[src/rtl/jtag_1149_d10_mstr_rx_link_ctrl_pkg.sv]
// Shared definitions for the IEEE 1149.10 master receive-link controller:
// special characters, state encodings and counter widths.
package jtag_1149_d10_mstr_rx_link_ctrl_pkg;

    localparam logic [7:0] IDLE_CHAR  = 8'hBC;
    localparam logic [7:0] ERROR_CHAR = 8'hFE;

    localparam int CNT_W = 4;
    localparam int TMR_W = 8;

    typedef enum logic [2:0] {
        ST_DISABLED = 3'd0,
        ST_HUNT     = 3'd1,
        ST_LOCKED   = 3'd2,
        ST_ERR_HOLD = 3'd3,
        ST_RESYNC   = 3'd4
    } link_state_e;

endpackage

[src/rtl/jtag_1149_d10_mstr_rx_link_ctrl_if.sv]
// Symbol/status bundle between the decoder side (master) and the rx link
// controller (slave).
interface jtag_1149_d10_mstr_rx_link_ctrl_if #(
    parameter int DATA_WIDTH = 8
);
    // sym_valid qualifies decoded_data/decoder_k_out/code_err for exactly the
    // cycle it is high; there is no ready, so the controller must accept every
    // valid symbol. rx_data_valid likewise marks a one-cycle payload beat.
    logic                  link_en;
    logic                  sym_valid;
    logic [DATA_WIDTH-1:0] decoded_data;
    logic                  decoder_k_out;
    logic                  code_err;
    logic                  error_char_detected;
    logic                  link_up;
    logic [DATA_WIDTH-1:0] rx_data;
    logic                  rx_data_valid;
    logic                  remote_err;
    logic                  resync_req;
    logic [2:0]            link_state;
    logic [15:0]           err_cnt;

    modport master (
        output link_en, sym_valid, decoded_data, decoder_k_out, code_err,
               error_char_detected,
        input  link_up, rx_data, rx_data_valid, remote_err, resync_req,
               link_state, err_cnt
    );

    modport slave (
        input  link_en, sym_valid, decoded_data, decoder_k_out, code_err,
               error_char_detected,
        output link_up, rx_data, rx_data_valid, remote_err, resync_req,
               link_state, err_cnt
    );
endinterface

[src/rtl/jtag_1149_d10_mstr_rx_sat_cnt.sv]
// Saturating up-counter with synchronous clear (clear wins over increment).
module jtag_1149_d10_mstr_rx_sat_cnt #(
    parameter int           W   = 4,
    parameter logic [W-1:0] MAX = '1
) (
    input  logic         clk,
    input  logic         rst,
    input  logic         clr,
    input  logic         inc,
    output logic [W-1:0] cnt
);
    logic [W-1:0] cnt_q;
    logic [W-1:0] cnt_d;

    always_comb begin
        cnt_d = cnt_q;
        if (clr) begin
            cnt_d = '0;
        end else if (inc && (cnt_q != MAX)) begin
            cnt_d = cnt_q + 1'b1;
        end
    end

    always_ff @(posedge clk or posedge rst) begin
        if (rst) begin
            cnt_q <= '0;
        end else begin
            cnt_q <= cnt_d;
        end
    end

    assign cnt = cnt_q;
endmodule

[src/rtl/jtag_1149_d10_mstr_rx_link_ctrl.sv]
// IEEE 1149.10 master rx link controller: IDLE hunt/lock, payload forwarding,
// far-end error hold and timed resync. Optional macro JTAG_1149_D10_RX_ERR_CNT_EN.
module jtag_1149_d10_mstr_rx_link_ctrl
    import jtag_1149_d10_mstr_rx_link_ctrl_pkg::*;
#(
    parameter int DATA_WIDTH    = 8,
    parameter int LOCK_IDLE_CNT = 4,
    parameter int MAX_CODE_ERR  = 3,
    parameter int RESYNC_WAIT   = 16
) (
    input  logic                               clk,
    input  logic                               rst,
    jtag_1149_d10_mstr_rx_link_ctrl_if.slave   bus
);
    link_state_e           state_q, state_d;
    logic [TMR_W-1:0]      timer_q, timer_d;
    logic                  link_up_q, link_up_d;
    logic [DATA_WIDTH-1:0] rx_data_q, rx_data_d;
    logic                  rx_data_valid_q, rx_data_valid_d;
    logic                  remote_err_q, remote_err_d;
    logic                  resync_req_q, resync_req_d;

    logic [CNT_W-1:0]      idle_cnt;
    logic [CNT_W-1:0]      cerr_cnt;
    logic                  is_idle, in_lock, fwd;
    logic                  idle_inc, idle_hit, idle_clr;
    logic                  cerr_inc, cerr_hit, cerr_clr;

    // A code error disqualifies an IDLE both for lock acquisition and for leaving ERR_HOLD.
    assign is_idle  = (bus.decoded_data == DATA_WIDTH'(IDLE_CHAR)) && bus.decoder_k_out
                      && !bus.code_err;
    assign in_lock  = (state_q == ST_LOCKED) || (state_q == ST_ERR_HOLD);

    assign idle_inc = (state_q == ST_HUNT) && bus.sym_valid && is_idle;
    assign idle_hit = idle_inc && (idle_cnt == CNT_W'(LOCK_IDLE_CNT - 1));
    assign idle_clr = !bus.link_en || (state_q != ST_HUNT) || (bus.sym_valid && !is_idle)
                      || idle_hit;

    assign cerr_inc = in_lock && bus.sym_valid && bus.code_err;
    assign cerr_hit = cerr_inc && (cerr_cnt == CNT_W'(MAX_CODE_ERR - 1));
    assign cerr_clr = !bus.link_en || !in_lock || (bus.sym_valid && !bus.code_err)
                      || cerr_hit;

    jtag_1149_d10_mstr_rx_sat_cnt #(.W(CNT_W)) u_idle_cnt (
        .clk (clk), .rst (rst), .clr (idle_clr), .inc (idle_inc), .cnt (idle_cnt)
    );

    jtag_1149_d10_mstr_rx_sat_cnt #(.W(CNT_W)) u_cerr_cnt (
        .clk (clk), .rst (rst), .clr (cerr_clr), .inc (cerr_inc), .cnt (cerr_cnt)
    );

`ifdef JTAG_1149_D10_RX_ERR_CNT_EN
    logic err_inc;
    assign err_inc = bus.sym_valid && bus.code_err && (state_q != ST_DISABLED);

    jtag_1149_d10_mstr_rx_sat_cnt #(.W(16), .MAX(16'hFFFF)) u_err_cnt (
        .clk (clk), .rst (rst), .clr (1'b0), .inc (err_inc), .cnt (bus.err_cnt)
    );
`else
    assign bus.err_cnt = 16'h0000;
`endif

    always_comb begin
        state_d = state_q;
        fwd     = 1'b0;
        if (!bus.link_en) begin
            state_d = ST_DISABLED;
        end else begin
            case (state_q)
                ST_DISABLED: state_d = ST_HUNT;
                ST_HUNT: begin
                    if (idle_hit) state_d = ST_LOCKED;
                end
                ST_LOCKED: begin
                    if (bus.sym_valid) begin
                        if (bus.code_err) begin
                            if (cerr_hit) state_d = ST_RESYNC;
                        end else if (bus.error_char_detected) begin
                            state_d = ST_ERR_HOLD;
                        end else if (!bus.decoder_k_out) begin
                            fwd = 1'b1;
                        end
                    end
                end
                ST_ERR_HOLD: begin
                    if (bus.sym_valid) begin
                        if (cerr_hit)     state_d = ST_RESYNC;
                        else if (is_idle) state_d = ST_LOCKED;
                    end
                end
                ST_RESYNC: begin
                    if (timer_q == '0) state_d = ST_HUNT;
                end
                default: state_d = ST_DISABLED;
            endcase
        end
    end

    // Timer runs on every cycle in RESYNC; sym_valid gaps do not stall it.
    always_comb begin
        timer_d = timer_q;
        if (!bus.link_en) begin
            timer_d = '0;
        end else if ((state_q != ST_RESYNC) && (state_d == ST_RESYNC)) begin
            timer_d = TMR_W'(RESYNC_WAIT - 1);
        end else if ((state_q == ST_RESYNC) && (timer_q != '0)) begin
            timer_d = timer_q - 1'b1;
        end
    end

    always_comb begin
        link_up_d       = (state_d == ST_LOCKED) || (state_d == ST_ERR_HOLD);
        rx_data_valid_d = fwd;
        rx_data_d       = fwd ? bus.decoded_data : rx_data_q;
        remote_err_d    = (state_q == ST_LOCKED) && (state_d == ST_ERR_HOLD);
        resync_req_d    = (state_d == ST_RESYNC);
    end

    always_ff @(posedge clk or posedge rst) begin
        if (rst) begin
            state_q         <= ST_DISABLED;
            timer_q         <= '0;
            link_up_q       <= 1'b0;
            rx_data_q       <= '0;
            rx_data_valid_q <= 1'b0;
            remote_err_q    <= 1'b0;
            resync_req_q    <= 1'b0;
        end else begin
            state_q         <= state_d;
            timer_q         <= timer_d;
            link_up_q       <= link_up_d;
            rx_data_q       <= rx_data_d;
            rx_data_valid_q <= rx_data_valid_d;
            remote_err_q    <= remote_err_d;
            resync_req_q    <= resync_req_d;
        end
    end

    assign bus.link_state    = state_q;
    assign bus.link_up       = link_up_q;
    assign bus.rx_data       = rx_data_q;
    assign bus.rx_data_valid = rx_data_valid_q;
    assign bus.remote_err    = remote_err_q;
    assign bus.resync_req    = resync_req_q;
endmodule

[src/flat_wrapper.sv]
// flat-port wrapper written by rule: the top's interface ports become plain ports
module jtag_1149_d10_mstr_rx_link_ctrl_flat import jtag_1149_d10_mstr_rx_link_ctrl_pkg::*;
#(
    parameter int DATA_WIDTH    = 8,
    parameter int LOCK_IDLE_CNT = 4,
    parameter int MAX_CODE_ERR  = 3,
    parameter int RESYNC_WAIT   = 16
)
  (clk, rst, bus_link_en, bus_sym_valid, bus_decoded_data, bus_decoder_k_out, bus_code_err, bus_error_char_detected, bus_link_up, bus_rx_data, bus_rx_data_valid, bus_remote_err, bus_resync_req, bus_link_state, bus_err_cnt);
  jtag_1149_d10_mstr_rx_link_ctrl_if #(.DATA_WIDTH(DATA_WIDTH)) bus_i ();
  input  logic clk;
  input  logic rst;
  input wire logic [$bits(bus_i.link_en)-1:0] bus_link_en;
  input wire logic [$bits(bus_i.sym_valid)-1:0] bus_sym_valid;
  input wire logic [$bits(bus_i.decoded_data)-1:0] bus_decoded_data;
  input wire logic [$bits(bus_i.decoder_k_out)-1:0] bus_decoder_k_out;
  input wire logic [$bits(bus_i.code_err)-1:0] bus_code_err;
  input wire logic [$bits(bus_i.error_char_detected)-1:0] bus_error_char_detected;
  output wire logic [$bits(bus_i.link_up)-1:0] bus_link_up;
  output wire logic [$bits(bus_i.rx_data)-1:0] bus_rx_data;
  output wire logic [$bits(bus_i.rx_data_valid)-1:0] bus_rx_data_valid;
  output wire logic [$bits(bus_i.remote_err)-1:0] bus_remote_err;
  output wire logic [$bits(bus_i.resync_req)-1:0] bus_resync_req;
  output wire logic [$bits(bus_i.link_state)-1:0] bus_link_state;
  output wire logic [$bits(bus_i.err_cnt)-1:0] bus_err_cnt;
  assign bus_i.link_en = bus_link_en;
  assign bus_i.sym_valid = bus_sym_valid;
  assign bus_i.decoded_data = bus_decoded_data;
  assign bus_i.decoder_k_out = bus_decoder_k_out;
  assign bus_i.code_err = bus_code_err;
  assign bus_i.error_char_detected = bus_error_char_detected;
  assign bus_link_up = bus_i.link_up;
  assign bus_rx_data = bus_i.rx_data;
  assign bus_rx_data_valid = bus_i.rx_data_valid;
  assign bus_remote_err = bus_i.remote_err;
  assign bus_resync_req = bus_i.resync_req;
  assign bus_link_state = bus_i.link_state;
  assign bus_err_cnt = bus_i.err_cnt;
  jtag_1149_d10_mstr_rx_link_ctrl #(.DATA_WIDTH(DATA_WIDTH), .LOCK_IDLE_CNT(LOCK_IDLE_CNT), .MAX_CODE_ERR(MAX_CODE_ERR), .RESYNC_WAIT(RESYNC_WAIT)) u_core (.clk(clk), .rst(rst), .bus(bus_i));
endmodule
[config.mk]
export PLATFORM = sky130hd
export DESIGN_NAME = jtag_1149_d10_mstr_rx_link_ctrl_flat
export DESIGN_NICKNAME = d
export VERILOG_FILES = /design/src/rtl/jtag_1149_d10_mstr_rx_link_ctrl_pkg.sv /design/src/rtl/jtag_1149_d10_mstr_rx_link_ctrl_if.sv /design/src/rtl/jtag_1149_d10_mstr_rx_sat_cnt.sv /design/src/rtl/jtag_1149_d10_mstr_rx_link_ctrl.sv /design/src/flat_wrapper.sv
export SDC_FILE = /design/constraint.sdc
export NUM_CORES = 1
export LEC_CHECK = 0
export CAP_MARGIN = 20
export CORE_ASPECT_RATIO = 0.5
export CORE_MARGIN = 2
export CORE_UTILIZATION = 52
export CTS_BUF_LIST = sky130_fd_sc_hd__clkbuf_4 sky130_fd_sc_hd__clkbuf_8 sky130_fd_sc_hd__clkbuf_16
export DETAILED_ROUTE_END_ITERATION = 12
export HOLD_SLACK_MARGIN = 0.03
export PLACE_DENSITY = 0.82
export SLEW_MARGIN = 20
export SYNTH_ARGS = -nofsm -noshare
export SYNTH_HDL_FRONTEND = slang
export SYNTH_HIERARCHICAL = 1
export SYNTH_SLANG_ARGS = --single-unit
export TNS_END_PERCENT = 5
[constraint.sdc]
create_clock -name clk -period 4.2 [get_ports clk]
set_input_delay 0.84 -clock clk [delete_from_list [all_inputs] [get_ports clk]]
set_output_delay 0.84 -clock clk [all_outputs]
set_load 0.01 [all_outputs]
# Word-level counts from Yosys, hierarchy flattened
# Cells that the tools add are included.
dict set report op_classes {
  magnitude_cmp 0
  n_mul 0
  n_mux 24
  add_sub_neg 3
  div_mod_pow 0
  bitwise_logic 0
  n_shift 0
  n_reduce_logical 32
  eq_ne 15
}
# op n
set op_table {}
lappend op_table {{3-bit two-way mux} 10}
lappend op_table {{8-bit two-way mux} 3}
lappend op_table {{4-bit two-way mux} 4}
lappend op_table {{1-bit logical AND} 15}
lappend op_table {{3-bit one-hot mux with 5 select lines} 1}
lappend op_table {{3-bit by 2-bit == test with 1-bit output, second input constant} 4}
lappend op_table {{4-bit by 1-bit adder with 4-bit output, second input constant} 2}
lappend op_table {{4-bit by 2-bit == test with 1-bit output, second input constant} 2}
lappend op_table {{8-bit == test, second input constant} 1}
lappend op_table {{8-bit zero test} 1}
lappend op_table {{1-bit logical OR} 8}
lappend op_table {{4-bit inequality test, second input constant} 2}
lappend op_table {{8-bit nonzero test} 1}
lappend op_table {{8-bit by 1-bit subtractor with 8-bit output, second input constant} 1}
lappend op_table {{3-bit == test, second input constant} 2}
lappend op_table {{1-bit two-way mux} 6}
lappend op_table {{3-bit by 1-bit inequality test with 1-bit output, second input constant} 2}
lappend op_table {{1-bit zero test} 4}
lappend op_table {{2-bit nonzero test} 2}
lappend op_table {{3-bit by 1-bit == test with 1-bit output, second input constant} 1}
lappend op_table {{3-bit zero test} 1}
lappend op_table {{3-bit inequality test, second input constant} 1}
dict set report totals {
  mem_bits_ro 0
  latch_bits 0
  register_bits 31
  memories 0
  mem_bits_rw 0
  word_cells 83
}

# Longest topological paths before layout
dict set report depth {
  word_depth 14
  ltp_mapped 6
}

# Hierarchy
# Netlist, hierarchy kept.
# module instances area_each_um2 cells_per_inst
set by_module_without_submodules {}
lappend by_module_without_submodules {jtag_1149_d10_mstr_rx_link_ctrl 1 1336.3 130}
lappend by_module_without_submodules {jtag_1149_d10_mstr_rx_sat_cnt 2 230.2 21}

# Least setup slack after synthesis
# OpenSTA, ideal clock, no wires.
dict set report synth_timing {
  kind {input -> register}
  from {input bus_decoded_data[0]}
  to {register u_core.u_idle_cnt.cnt_q[0], in the netlist u_core/u_idle_cnt/cnt[0]}
  required_time_ps 4075
  slack_ps 1709
  setup_time_ps 125
  cell_stages 6
  arrival_time_ps 2366
  n_path_buf 0
  cell_sequence {or3b_1 > or3_1 > nor2_1 > inv_1 > a31oi_4 > mux2_4}
}
dict set report synth_between {
  elab_cells_between_ends 12
  cone_classes {eq/ne: 1; mux: 1; reduce/logical: 10}
}
# item line
set synth_rtl {}
lappend synth_rtl {{start, declared} flat_wrapper.sv:15} ;# input wire logic [$bits(bus_i.decoded_data)-1:0] bus_decoded_data;
lappend synth_rtl {{8-bit == test *} jtag_1149_d10_mstr_rx_link_ctrl.sv:30} ;# assign is_idle = (bus.decoded_data == DATA_WIDTH'(IDLE_CHAR)) && bus.decoder_k_out
lappend synth_rtl {{1-bit logical AND *} jtag_1149_d10_mstr_rx_link_ctrl.sv:30}
lappend synth_rtl {{1-bit logical AND *} jtag_1149_d10_mstr_rx_link_ctrl.sv:31} ;# && !bus.code_err;
lappend synth_rtl {{1-bit logical AND *} jtag_1149_d10_mstr_rx_link_ctrl.sv:34} ;# assign idle_inc = (state_q == ST_HUNT) && bus.sym_valid && is_idle;
lappend synth_rtl {{named net u_core.idle_inc} jtag_1149_d10_mstr_rx_link_ctrl.sv:26} ;# logic idle_inc, idle_hit, idle_clr;
lappend synth_rtl {{1-bit logical AND} jtag_1149_d10_mstr_rx_link_ctrl.sv:35} ;# assign idle_hit = idle_inc && (idle_cnt == CNT_W'(LOCK_IDLE_CNT - 1));
lappend synth_rtl {{1-bit logical OR} jtag_1149_d10_mstr_rx_link_ctrl.sv:37} ;# || idle_hit;
lappend synth_rtl {{4-bit two-way mux or 2-bit nonzero test (tied branches)} --}
lappend synth_rtl {{end signal, assigned} jtag_1149_d10_mstr_rx_sat_cnt.sv:28} ;# cnt_q <= cnt_d;
lappend synth_rtl {{end, declared} jtag_1149_d10_mstr_rx_sat_cnt.sv:12} ;# logic [W-1:0] cnt_q;
# The timed path passes the listed nets; every way through them passes the cells marked *.
# A chain may end at the register's enable or synchronous reset.

# Worst setup path after layout
dict set report layout_timing {
  from {input bus_decoded_data[2]}
  to {register u_core.u_idle_cnt.cnt_q[0], in the netlist u_core/u_idle_cnt/cnt[0]}
}
# The elaborated chain is that of the path after synthesis.

==> flow_results.org <==
** Timing
- For the pin with the worst max-slew slack, the measured transition is 876 ps.
- Final count of negative-setup-slack endpoints :: 0
- Setup repair after global routing left no endpoint under its margin.
- Post-Route Skew :: 5.67 ps
- Fin. max-slew vios :: 0
- The number of endpoints with negative hold slack in the final report came to 0.
- Relative slew slack :: 0.415
- Highest attainable clock frequency :: 359 MHz
- Crit share post-route :: 0.663
- Final critical-path required period :: 2780 ps
- Sum Neg Setup Slack :: 0 ps

** Synth
- Avg Inst Size Synth :: 10.4 sq um
- Post-synth cell types :: 45
- Counting flops and latches in the post-synthesis netlist gives 31.
- Share of synthesized registers carrying an async set or reset :: 1.00
- Most frequent cell after synthesis :: dfrtp_1
- The share of synthesized area in the top cell type comes to 0.432.
- The biggest area contributor in the post-synthesis netlist is dfrtp_1.
- Top post-synthesis cells by count :: dfrtp_1, buf_4, inv_1
- The cell area that synthesis handed to floorplanning was 1800 sq um.
- Yosys mapped a number of flops with a built-in enable equal to 0.
- The share of the Yosys chip area taken by registers is 0.432.
- The Yosys step of the flow raised 6 warnings.
- After synthesis, the cell types taking the most area are dfrtp_1, buf_4, mux2_2.
- Mapped Cells :: 172
- Predominant post-synthesis flop cell :: dfrtp_1

** Die
- Placeable core region :: 3380 sq um
- Die width :: 87.1 microns
- From bottom edge to top edge, the die measures 45.6 microns.
- The floorplan has 15 rows.
- Ports :: 46
- The die covers 3970 sq um.
- The initial utilization of the core area, before any placement, comes to 0.532.

** Power
- Psw :: 0.000143 W
- Power spread over the standard cell area amounts to 293 nW/um^2.
- Seq pwr share :: 0.473
- Summing internal, switching and leakage power gives 0.000640 W.
- Clk network pwr share :: 0.452
- Static leakage :: 0.958 nW
- The share of total power dissipated in combinational logic is 0.075.
- Net switching fraction of the power :: 0.224
- Maximum resistive drop on vdd :: 0.000172 V
- Power Internal :: 0.000496 W

** Clocking
- CTS HTree Levels :: 2
- For this design, the sink count on the clock tree is 31.
- Cell at the root of the clock tree :: clkbuf_8
- Once the clock tree was built, the setup fixing pass inserted 0 buffers.
- For the worst-skew pair, the clock arrives at the later sink with an insertion delay of 280 ps.
- TritonCTS built the clock tree.
- Gates resized during post-CTS repair numbered 0.
- TritonCTS buffer count :: 5
- Clock Tree Buf Depth :: 2
- Clock-pin slew was measured on the worst setup and hold paths at 70 ps.
- For this design, the CTS-stage hold fixing added 0 buffers.

** GRT
- Entering global routing, the biggest net connects 24 pins.
- The number of antenna violations at the first check in global routing is 0.
- In the global route stage, overall resource usage came out at 0.191.
- Wire length of the first global-routing pass :: 5650 microns
- The via count of the first global-routing pass was 1,242.
- Total grt overflow :: 0

** Placement
- HPWL after detailed placement :: 2640 microns
- The congestion estimate from routability-driven global placement came to 0.853.
- The number of placed instances, taps included, is 241.
- Port buffering added 29 buffers.

** Critical path
- In this run the register-to-register setup slack is 2230 ps.
- Critical path data arrival time :: 2950 ps
- Counting cells, the worst reg-to-reg path comes to 6.
- Reg-to-Reg Start :: u_core/bus.link_state[0]
- The setup path with the least slack is of type in -> reg.
- Kind of end point of the critical path :: register
- Required time reported for the critical path endpoint :: 4360 ps
- In this run the critical register-to-register path is captured at u_core/u_idle_cnt/cnt[0].
- CP Launch Type :: primary input
- In this run the worst path has a maximum fanout of 4.

** Detailed routing
- After the first detailed-routing iteration, the DRC count stood at 86.
- Dividing the detail-routed via count by the number of cells gives 5.47.
- The detail route stage leaves a number of antenna-violating nets equal to 0.
- Wire per inst :: 14.3 microns
- DR vias :: 1,362
- Drt drc :: 0
- First-pass DRT Iterations :: 4
- After detailed routing, the total wire length is 3560 microns.

** Status
- Run status :: finished, final reports clean

** Worst hold path
- Sink of the worst hold path :: u_core/bus.rx_data[2]
- The path class of the tightest hold or removal check is reg -> reg.
- Hold path cells :: 1
- In this run the most critical hold path is launched from u_core/bus.rx_data[2].

** Finish
- Of the cells placed in the final design, the portion with a size suffix greater than 1 is 0.135.
- In the final design database the tool counted 225 nets.
- Number of standard cells in the layout, taps in and fillers out :: 249
- The area growth from synthesis to layout is 21.6%.
- The repair_antennas step left the layout with diodes totalling 0.
- Post-route core utilization :: 0.647

** Job
- Across the run, the number of max-cap violations was 0.
## placed cells by master (no fill, tap or decap), types with 2 or more instances in the layout
master / count
a211oi_1: 2
ha_1: 4
nor3b_1: 2
a311oi_1: 2
xor2_1: 3
nand2b_1: 4
o31ai_1: 2
clkbuf_8: 5
clkdlybuf4s50_1: 29
mux2_4: 3
a221oi_1: 2
nand2_1: 9
o21ai_0: 3
nor2b_1: 5
conb_1: 16
nor3_1: 8
nor2_1: 9
inv_1: 11
or4b_2: 2
nand3_1: 3
mux2_2: 8
and4b_1: 2
a21oi_1: 9
a31oi_4: 2
nor4bb_1: 2
nand4_1: 6
dfrtp_1: 31
mux2i_1: 2
and4_1: 2
## stage by stage
stage,hold slack [ps],worst slack (ps),instance area (sq um)
3_5_place_dp,497,1130,2070
6_report,509,1420,2180
2_1_floorplan,525,1710,1850
3_3_place_gp,487,1190,2070
5_1_grt,536,1340,2180
4_1_cts,515,1430,2180
## power groups by stage
stage,registers [W],clock network (W),logic [W]
final,0.000303,0.000289,0.0000477
after global routing,0.000303,0.000310,0.0000531
after CTS,0.000303,0.000298,0.0000480
after detailed placement,0.000308,0,0.0000476
after global placement,0.000308,0,0.0000471
after floorplan,0.000309,0,0.0000351
## kinds of logic after synthesis
family,share of synthesized area
AO/OA/AOI/OAI,0.125
multiplexers,0.0864
adder cells (fa/ha/maj),0.0279
buffers and inverters,0.0919
AND/OR/NAND/NOR,0.216
flip-flops,0.432
XOR/XNOR,0.0195
other,0.00209
## registers in the layout (all words and copies together), names as in the netlist
signal	count
u_core/bus.rx_data	8
u_core/timer_q	8
u_core/u_cerr_cnt/cnt	4
u_core/u_idle_cnt/cnt	4
u_core/bus.link_state	3
u_core/bus.link_up	1
u_core/bus.remote_err	1
u_core/bus.resync_req	1
u_core/bus.rx_data_valid	1
## worst max-delay path, stage by stage
cell	delay, ps
clkdlybuf4s50_1	470
or3b_1	380
or3_1	410
nor2_1	230
inv_1	110
a31oi_4	190
mux2_4	310
## worst max-delay path by stage
stage               slack, ps           startpoint                       end
finish                   1420  bus_decoded_data[2]  u_core/u_idle_cnt/cnt[0]
global route             1340  bus_decoded_data[2]  u_core/u_idle_cnt/cnt[0]
CTS                      1430  bus_decoded_data[2]  u_core/u_idle_cnt/cnt[0]
detailed placement       1130  bus_decoded_data[2]  u_core/u_idle_cnt/cnt[0]
global placement         1190  bus_decoded_data[2]  u_core/u_idle_cnt/cnt[0]
floorplan                1710  bus_decoded_data[0]  u_core/u_idle_cnt/cnt[0]
## area by class of cell
type / count / area (sq um)
clock buffer: 5 / 68.8
fill: 274 / 1190
multi-input combinational: 128 / 912
inverter: 11 / 41.3
tap: 42 / 52.6
clock inverter: 3 / 43.8
timing repair buffer: 29 / 290
sequential: 31 / 776
## routing by layer
layer / GRT usage / vias to the layer above / part of all wire
met1: 0.249 / 660 / 0.47
met3: 0.0489 / 2 / 0.044
met4: 0.0677 / 0 / 0.0065
li1: - / 662 / -
met5: 0 / - / 0
met2: 0.316 / 38 / 0.48
No activity file was read; power rests on OpenSTA's default activity.
==> edit: new RTL, same settings <==
`DATA_WIDTH` is set to 8 in 3 places; all go to 12.
--- a/src/rtl/jtag_1149_d10_mstr_rx_link_ctrl_if.sv
+++ b/src/rtl/jtag_1149_d10_mstr_rx_link_ctrl_if.sv
@@ -1,7 +1,7 @@
 // Symbol/status bundle between the decoder side (master) and the rx link
 // controller (slave).
 interface jtag_1149_d10_mstr_rx_link_ctrl_if #(
-    parameter int DATA_WIDTH = 8
+    parameter int DATA_WIDTH = 12
 );
     // sym_valid qualifies decoded_data/decoder_k_out/code_err for exactly the
     // cycle it is high; there is no ready, so the controller must accept every
--- a/src/rtl/jtag_1149_d10_mstr_rx_link_ctrl.sv
+++ b/src/rtl/jtag_1149_d10_mstr_rx_link_ctrl.sv
@@ -3,7 +3,7 @@
 module jtag_1149_d10_mstr_rx_link_ctrl
     import jtag_1149_d10_mstr_rx_link_ctrl_pkg::*;
 #(
-    parameter int DATA_WIDTH    = 8,
+    parameter int DATA_WIDTH    = 12,
     parameter int LOCK_IDLE_CNT = 4,
     parameter int MAX_CODE_ERR  = 3,
     parameter int RESYNC_WAIT   = 16
--- a/src/flat_wrapper.sv
+++ b/src/flat_wrapper.sv
@@ -1,7 +1,7 @@
 // flat-port wrapper written by rule: the top's interface ports become plain ports
 module jtag_1149_d10_mstr_rx_link_ctrl_flat import jtag_1149_d10_mstr_rx_link_ctrl_pkg::*;
 #(
-    parameter int DATA_WIDTH    = 8,
+    parameter int DATA_WIDTH    = 12,
     parameter int LOCK_IDLE_CNT = 4,
     parameter int MAX_CODE_ERR  = 3,
     parameter int RESYNC_WAIT   = 16
Ports: changed (resized bus_decoded_data and bus_rx_data); port bits go from 46 to 54. The function was not compared with the original's and may differ.
==> edit against the original RTL <==
- die area rose by 11%
- routed wire length rose by 13%
- setup slack got worse by 0.56 ns
- global-route usage rose by 0.82 points
- power fell by 2.0%
- design area rose by 11%
- non-clock buffer count rose by 8
- area after synthesis rose by 12%
- synthesized cell count rose by 7.6%
- sequential cell count rose by 4
- clock power fell by 17%
- combinational power rose by 3%
- via count rose by 10%
- largest cell class unchanged
- highest routed layer unchanged
==> edit: results (changes against the original RTL) <==
| Metric | Value |
|---|---|
| Total Nets Final | `247 (was 225)` |
| GP Congestion | `0.758 (was 0.853)` |
| Vias/cell | `5.43 (was 5.47)` |
| Met2 Use GR | `34.0% (was 31.6%)` |
| DRT iter0 DRCs | `120 (was 86)` |
| Met3 wire len | `285 um (was 156 um)` |
| Ratio of cells with drive above 1 in the final layout | `16.0% (was 13.5%)` |
| Tap cells | `51 (was 42)` |
| Grt met3 use | `5.04% (was 4.89%)` |
| Worst-Margin Slew | `0.886 ns (was 0.876 ns)` |
| Dpl cell area | `2340 um^2 (was 2070 um^2)` |
| Fraction of area in multi-input gates | `39.8% (was 41.8%)` |
| Sequential share of cell area | `36.0% (was 35.5%)` |
| Leak | `1.09 nW (was 0.958 nW)` |
| Non-Clock Buffer Count | `37 (was 29)` |
| Int Power | `0.000488 W (was 0.000496 W)` |
| Outcome | `complete, no violations (unchanged)` |
| Non-clk invs | `17 (was 11)` |
| Synthesis-to-finish area growth | `20.8% (was 21.6%)` |
| DRT met1 WL | `1930 um (was 1680 um)` |
| Worst Skew | `0.00677 ns (was 0.00567 ns)` |
| Netlist cell types | `53 (was 45)` |
| Met1 usage | `26.4% (was 24.9%)` |
| Crit path largest cell delay | `0.70 ns (was 0.47 ns)` |
| HP Start | `u_core/bus.rx_data[0] (was u_core/bus.rx_data[2])` |
| CP startpoint | `bus_code_err (was bus_decoded_data[2])` |
| Reg2Reg Setup Slack | `1.93 ns (was 2.23 ns)` |
| # clk buffers | `7 (was 5)` |
| Hold endpoint | `u_core/bus.rx_data[0] (was u_core/bus.rx_data[2])` |
| Worst Path Arrival | `3.51 ns (was 2.95 ns)` |
| CP Max Fanout | `5 (was 4)` |
| Global-route wire length before repair | `6690 um (was 5650 um)` |
| FF-to-FF End | `u_core/bus.rx_data[9] (was u_core/u_idle_cnt/cnt[0])` |
| Clk tree area frac | `3.66% (was 5.15%)` |
| Met2 WL | `1790 um (was 1700 um)` |
| Peak supply drop | `0.151 mV (was 0.172 mV)` |
| Commonest cells post-synth | `dfrtp_1 (35), buf_4 (16), inv_1 (16), mux2_4 (11), nor3_1 (9) (was dfrtp_1 (31), buf_4 (16), inv_1 (11))` |
| CP max-delay cell | `or4b_2 (was clkdlybuf4s50_1)` |
[edit: stage by stage]
step | std cells | hold WS (ns) | worst slack, ns
floorplan | 200 | 0.467 | 1.27
global placement | 268 | 0.488 | 0.648
detailed placement | 268 | 0.492 | 0.596
CTS | 276 | 0.512 | 0.871
global route | 276 | 0.528 | 0.681
finish | 276 | 0.510 | 0.855
[edit: kinds of logic (layout without fill, tap and decap cells)]
group	count (synthesis)	after routing	share of synthesized area [%]
AO/OA/AOI/OAI	30	30	12.8
XOR/XNOR	1	1	0.436
adder cells (fa/ha/maj)	4	4	2.49
buffers and inverters	37	62	11.1
flip-flops	35	35	43.6
multiplexers	16	16	10.9
other	1	16	0.187
AND/OR/NAND/NOR	61	61	18.5
[edit: power by group through the flow]
stage	combinational (W)	clock [W]	sequential, W
floorplan	0.0000328	0	0.000345
global placement	0.0000475	0	0.000345
detailed placement	0.0000484	0	0.000345
CTS	0.0000488	0.000246	0.000339
global route	0.0000535	0.000264	0.000339
finish	0.0000489	0.000239	0.000339
